==> config.mk <==
export PLATFORM = sky130hd
export DESIGN_NAME = compressor_cpa_pipe
export DESIGN_NICKNAME = d
export VERILOG_FILES = /design/src/rtl/compressor_cpa_pipe.sv
export SDC_FILE = /design/constraint.sdc
export NUM_CORES = 1
export LEC_CHECK = 0
export ABC_CLOCK_PERIOD_IN_PS = 2800
export CAP_MARGIN = 20
export CORE_UTILIZATION = 51
export DETAILED_ROUTE_END_ITERATION = 8
export GPL_TIMING_DRIVEN = 0
export PLACE_DENSITY = 0.8
export SYNTH_ARGS = -nofsm -noshare
export SYNTH_HDL_FRONTEND = slang
export SYNTH_SLANG_ARGS = --single-unit
==> constraint.sdc <==
create_clock -name clk -period 2.8 [get_ports clk]
set_input_delay 0.42 -clock clk [delete_from_list [all_inputs] [get_ports clk]]
set_output_delay 0.42 -clock clk [all_outputs]
set_load 0.02 [all_outputs]
==> src/rtl/compressor_cpa_pipe.sv <==
`default_nettype none
// ============================================================================
// Module      : compressor_cpa_pipe
// Description : Two-stage pipelined carry-propagate adder that resolves a
//               redundant sum/carry pair into s + 2*c, with valid/ready flow.
// Revision    : 1.0  initial release
// ============================================================================
module compressor_cpa_pipe #(
    parameter int W = 32
) (
    input  logic           clk,
    input  logic           rst_n,
    input  logic           in_valid,
    output logic           in_ready,
    input  logic [W-1:0]   s,
    input  logic [W-1:0]   c,
    output logic           out_valid,
    input  logic           out_ready,
    output logic [W+1:0]   sum
);

    localparam int H = W / 2;

    // Stage 1 state
    logic           r_v1;
    logic [H-1:0]   r_lo1;
    logic           r_k1;
    logic [H-1:0]   r_shi;
    logic [H:0]     r_chi;

    // Stage 2 state
    logic           r_v2;
    logic [H-1:0]   r_lo2;
    logic [H+1:0]   r_hi;

    logic           w_load1;
    logic           w_load2;
    logic [H:0]     w_lo;
    logic [H+1:0]   w_hi;

    // Both ready terms are combinational from out_ready so a full pipe can
    // pop and push in the same cycle.
    assign w_load2  = !r_v2 || out_ready;
    assign w_load1  = !r_v1 || w_load2;
    assign in_ready = w_load1;

    // Low half: carry vector is shifted by one, so c[H-1] belongs to the high half.
    assign w_lo = {1'b0, s[H-1:0]} + {1'b0, c[H-2:0], 1'b0};

    assign w_hi = {2'b00, r_shi} + {1'b0, r_chi} + {{(H+1){1'b0}}, r_k1};

    always_ff @(posedge clk or negedge rst_n) begin
        if (!rst_n) begin
            r_v1  <= 1'b0;
            r_lo1 <= '0;
            r_k1  <= 1'b0;
            r_shi <= '0;
            r_chi <= '0;
        end else if (w_load1) begin
            r_v1 <= in_valid;
            if (in_valid) begin
                r_lo1 <= w_lo[H-1:0];
                r_k1  <= w_lo[H];
                r_shi <= s[W-1:H];
                r_chi <= c[W-1:H-1];
            end
        end
    end

    always_ff @(posedge clk or negedge rst_n) begin
        if (!rst_n) begin
            r_v2  <= 1'b0;
            r_lo2 <= '0;
            r_hi  <= '0;
        end else if (w_load2) begin
            r_v2 <= r_v1;
            if (r_v1) begin
                r_lo2 <= r_lo1;
                r_hi  <= w_hi;
            end
        end
    end

    assign out_valid = r_v2;
    assign sum       = {r_hi, r_lo2};

endmodule
`default_nettype wire
; Word level (Yosys, flattened, before mapping)
; Index checks and enable logic that the tools add are counted.
[classes]
n_reduce_logical = 6
addsub = 3
[ops]
columns = operator, n
row1 = adder 16 x 17 -> 18 bit, 1
row2 = adder 18 x 1 -> 18 bit, 1
row3 = adder 16 x 16 -> 17 bit, 1
row4 = AND reduction 2 bit, 2
row5 = zero test 1 bit, 2
row6 = logical OR 1 bit, 2
[word_totals]
output_inout_bits = 36
inputBits = 68
wordCells = 17
regBits = 86

; Longest topological paths before layout
[depth]
ltp_word = 4
ltp_mapped = 9
ltp_nobuf = 9

; Worst setup path after synthesis
; Ideal clock, no wire load.
[synth_path]
path_kind = register -> register
startpoint = register r_k1
endpoint = register r_hi[10]
n_path_buf = 0
setup_slack_ns = 0.467
setup_ns = 0.149
stages_incl_launch_ff = 10
t_arrival_ns = 2.185
required_ns = 2.651
period_less_slack_ns = 2.333
path_cell_list = dfrtp_1 > inv_1 > fa_1 > fa_1 > nor2b_1 > o31a_1 > o21ai_1 > a211oi_1 > mux2i_1 > o311ai_0
[synth_between]
elab_chain_cells = 1
[synth_rtl]
columns = element, line_no
row1 = start: declaration, 27  ; logic r_k1;
row2 = start signal: assignment, 63  ; r_k1 <= w_lo[H];
row3 = adder 18 x 1 -> 18 bit, 50  ; assign w_hi = {2'b00, r_shi} + {1'b0, r_chi} + {{(H+1){1'b0}}, r_k1};
row4 = end signal: assignment, 79  ; r_hi <= w_hi;
row5 = end: declaration, 34  ; logic [H+1:0] r_hi;
; No other way between the ends.
; A chain may end at the register's enable or synchronous reset.

; Final worst setup path
; Same ends and word-level chain as after synthesis.

==> results_tabular.tex <==
\begin{tabular}{lr}
\hline
Metric & Value \\
\hline
\multicolumn{2}{l}{\textbf{Yosys}} \\
\quad Synthesis Warnings & 0 \\
\quad Syn Inst Count & 547 \\
\quad Number of flops mapped to enable cells by yosys & 0 \\
\quad Proportion of netlist area held by the largest area contributor & 0.454 \\
\quad Mapped cell area & 0.00474 sq mm \\
\quad Synth Flop Type & dfrtp\_1 \\
\quad Cell types with the largest area share after synthesis & dfrtp\_1, nand2\_1, ha\_1 \\
\quad Post-synthesis async set-or-reset flop share & 1.00 \\
\quad Number of different library cells in the post-synthesis netlist & 51 \\
\quad Area leader, netlist & dfrtp\_1 \\
\quad Synth Register Bits & 86 \\
\quad Avg Cell Area, Syn & 8.67 sq um \\
\quad Portion of the post-synthesis area used by sequential elements & 0.454 \\
\quad Synthesized Nets & between 600 and 700 \\
\multicolumn{2}{l}{\textbf{Floorplan}} \\
\quad Floorplan Core Area & slightly below 0.009 sq mm \\
\quad Overall die area & 0.00969 sq mm \\
\quad I/O pin count & 104 \\
\quad Width of the die & 98.4 um \\
\quad Std-Cell Rows & 34 \\
\quad Die Ht & 98.4 um \\
\quad Initial core utilization & 0.536 \\
\multicolumn{2}{l}{\textbf{Cells and area}} \\
\quad Post-Route Utilization & 0.700 \\
\quad Layout fillers & 747 \\
\quad Final nets & roughly 770 \\
\quad Sequential standard cell area & 0.00215 sq mm \\
\quad Antenna Diode Count & 0 \\
\quad Count of non-filler cells in the finished layout & 778 \\
\quad Fraction of layout cells with a size suffix above 1 & 0.0403 \\
\quad Multi-input combinational cell area & 0.00246 sq mm \\
\quad P\&R area growth vs syn & 30.5\% \\
\multicolumn{2}{l}{\textbf{Setup path}} \\
\quad Cell Chain, Critical Path & inv\_1, fa\_1, fa\_1, nor2b\_1, o31a\_1, o21ai\_1, a211oi\_2, mux2i\_1, o311ai\_0 \\
\quad Worst setup path class & flop to flop \\
\quad Buf+Inv Stages, Crit Path & 1 \\
\quad R2r startpoint & r\_k1 \\
\quad Maximum net fanout on the critical path & 4 \\
\quad Type of element capturing the critical path & flop \\
\quad CP peak stage delay & 0.47 ns \\
\quad Req. time, crit path & about 3.0 ns \\
\quad Cell family with the largest share of critical-path delay & adder cells \\
\quad Endpoint of the worst register-to-register path & r\_hi[10] \\
\quad Critical-path cell with the highest stage delay & fa\_1 \\
\quad Most Frequent Cell on Critical Path & fa\_1 \\
\quad CP Launch Type & flop \\
\quad Arrival time reported for the critical path endpoint & 2.86 ns \\
\quad Minimum setup slack among reg-to-reg paths & 0.16 ns \\
\quad Worst R2R Path Depth & 9 \\
\multicolumn{2}{l}{\textbf{Placed design}} \\
\quad Weighted congestion reported at the end of routability-driven placement & 0.957 \\
\quad Detailed placement HPWL & 9220 um \\
\quad Count of input and output buffers & 103 \\
\quad Cell count after placement & between 700 and 800 \\
\multicolumn{2}{l}{\textbf{Timing}} \\
\quad Setup repair after global routing missed its margin & false \\
\quad Post-route minimum period & 2.64 ns \\
\quad Fmax & 378 MHz \\
\quad Setup violation total in the final timing report & 0 \\
\quad Normalized max-slew margin & 0.558 \\
\quad Final cycle utilization of the critical path & 0.945 \\
\quad Worst slew pin tran & 0.663 ns \\
\quad Final Hold Slack & 0.475 ns \\
\quad Setup skew after layout & 0.0180 ns \\
\quad Setup tns final & 0 ns \\
\quad Number of hold violations in the final report & 0 \\
\quad Count of final max-slew check failures & 0 \\
\multicolumn{2}{l}{\textbf{Clock network}} \\
\quad Clock root buffer & clkbuf\_8 \\
\quad Count of clock tree sinks & 86 \\
\quad H-tree depth reported by CTS & 3 \\
\quad Deepest clock path buffer count & 2 \\
\quad TritonCTS clock tree & done \\
\quad Clock-pin transition on the worst setup and hold timing paths & 0.09 ns \\
\quad Clock network latency to the later pin of the worst-skew pair & 0.37 ns \\
\quad Number of buffers created by CTS & 9 \\
\multicolumn{2}{l}{\textbf{Hold path}} \\
\quad Worst hold start & r\_lo1[1] \\
\quad End point of the worst hold path & r\_lo2[1] \\
\quad Class of the most critical hold timing path & flop to flop \\
\quad Instance count along the most critical hold path & 2 \\
\multicolumn{2}{l}{\textbf{GRT}} \\
\quad All-Layer GR Usage & 0.266 \\
\quad Vias in the first global route & 4417 \\
\quad Wire length of the first global-routing pass & 20400 um \\
\quad Global route overflow & 0 \\
\quad Number of antenna violations at the first check in global routing & 0 \\
\quad Maximum number of pins on one net before global-route repair & 63 \\
\multicolumn{2}{l}{\textbf{Routing}} \\
\quad Router iterations before antenna repair & 9 \\
\quad Drc violations & 3 \\
\quad Total length of routed wires & 12000 um \\
\quad Remaining antenna violation count & 0 \\
\quad Total number of vias & roughly 4300 \\
\quad Via density per instance & between 5 and 6 \\
\quad Starting DRT DRC Count & between 150 and 200 \\
\quad Post-DR wirelength/cell & $\sim$15 um \\
\multicolumn{2}{l}{\textbf{Power}} \\
\quad Pint & roughly 2800 uW \\
\quad Clock power frac & 0.236 \\
\quad Fraction of power consumed by sequential logic & 0.389 \\
\quad Leakage component of the power & 0.00295 uW \\
\quad PnR Total Power & about 4300 uW \\
\quad Worst VDD drop & 0.000454 V \\
\quad Combinational fraction of design power & 0.376 \\
\quad Sw frac & 0.358 \\
\quad Pwr Density & 697 mW/mm\^{}2 \\
\quad Total net switching power & 1550 uW \\
\multicolumn{2}{l}{\textbf{Status}} \\
\quad Run status & finished, violations left \\
\quad Violated checks & design-rule violations \\
\multicolumn{2}{l}{\textbf{Job}} \\
\quad Max capacitance violation total & 0 \\
\hline
\end{tabular}
## cells in the mapped netlist (all sizes together) (4+ instances only)
| cell type | count |
|---|---|
| o31ai | 4 |
| o21a | 6 |
| and3 | 6 |
| a211oi | 4 |
| o211ai | 4 |
| nand3 | 9 |
| nor2b | 8 |
| dfrtp | 86 |
| nand2 | 195 |
| clkbuf | 20 |
| inv | 11 |
| nand2b | 5 |
| o21ai | 39 |
| nor3 | 8 |
| xnor2 | 9 |
| a21oi | 24 |
| xor2 | 8 |
| o311ai | 4 |
| ha | 30 |
| nor2 | 13 |
| a21o | 9 |
## sequential cells by signal, indices dropped and copies added, names as in the netlist
register,flops
r_chi,17
r_lo2,16
r_hi,18
r_lo1,16
r_shi,16
r_v1,1
out_valid,1
r_k1,1
## tightest hold or removal path: cells and delay by family (launching register included)
kind | cells | cell delay [ns]
and+or+nand+nor | 2 | 0.10
DFF | 1 | 0.35
## layout by cell type, fill, tap and decap left out, types with 3 or more instances in the layout
cell type,instances
nand2_1,195
clkdlybuf4s50_1,102
dfrtp_1,86
o21ai_0,36
ha_1,30
a21oi_1,23
clkbuf_1,20
nor2_1,13
inv_1,11
nand3_1,9
a21o_1,9
xnor2_1,9
clkbuf_8,9
nor2b_1,8
nor3_1,8
xor2_1,8
o21a_1,6
and3_1,6
nand2b_1,5
o311ai_0,4
o31ai_1,4
o211ai_1,4
nand3b_1,3
and2_1,3
o31a_1,3
a211oi_1,3
a211o_1,3
fa_1,3
inv_6,3
buf_4,3
## logic make-up after synthesis
family                   count (synthesis)  share of synthesized area
XOR/XNOR                                17                     0.0314
flip-flops                              86                      0.454
buffers and inverters                   34                     0.0285
multiplexers                             2                    0.00422
AND/OR/NAND/NOR                        260                      0.231
adder cells (fa/ha/maj)                 33                     0.0918
AO/OA/AOI/OAI                          115                      0.159
## how the worst max path moves through the flow
stage | depth (start not counted) | from | slack [ns] | endpoint
2_1_floorplan | 9 | r_k1 | 0.47 | r_hi[10]
6_report | 9 | r_k1 | 0.16 | r_hi[10]
3_3_place_gp | 1 | rst_n | -1.63 | r_lo2[7]
5_1_grt | 9 | r_k1 | 0.04 | r_hi[14]
4_1_cts | 9 | r_k1 | 0.07 | r_hi[10]
3_5_place_dp | 9 | c[0] | -0.04 | r_lo1[13]
## power by group through the flow
stage	clock, uW	combinational [uW]	sequential, uW
floorplan	0	741	1870
global placement	0	1570	1690
detailed placement	0	1600	1700
CTS	1020	1620	1680
global route	1070	1790	1710
finish	1020	1620	1680
## what timing repair did
item | 4_1_cts | 5_1_grt
setup endpoints to repair | 0 | 2
hold buffers | 1 | 0
gates resized for setup | 0 | 1
endpoints found under the hold margin | 24 | 0
buffers inserted | 0 | 2
## per-stage QoR
step           cell area [sq um]  worst slack, ns
5_1_grt                     6190           0.0380
3_3_place_gp                5910            -1.63
6_report                    6190            0.155
4_1_cts                     6170           0.0710
3_5_place_dp                5930          -0.0415
2_1_floorplan               4740            0.467
## metal layers
| layer | wire (um) | vias up | GRT usage | share of wire |
|---|---|---|---|---|
| li1 | - | 2100 | - | - |
| met1 | 5130 | 2028 | 0.322 | 0.43 |
| met2 | 5930 | 117 | 0.470 | 0.49 |
| met3 | 599 | 30 | 0.0553 | 0.050 |
| met4 | 374 | 0 | 0.0987 | 0.031 |
| met5 | 0 | - | 0 | 0 |
## cell type report
class / count / share of cell area
plain buffers: 23 / 0.0152
clock buffers: 9 / 0.0200
clock inverters: 7 / 0.0166
inverters: 11 / 0.00667
multi-input cells: 427 / 0.398
flip-flops and latches: 86 / 0.348
well taps: 108 / 0.0218
repair buffers: 107 / 0.175
Power figures use the tool's default switching activity.
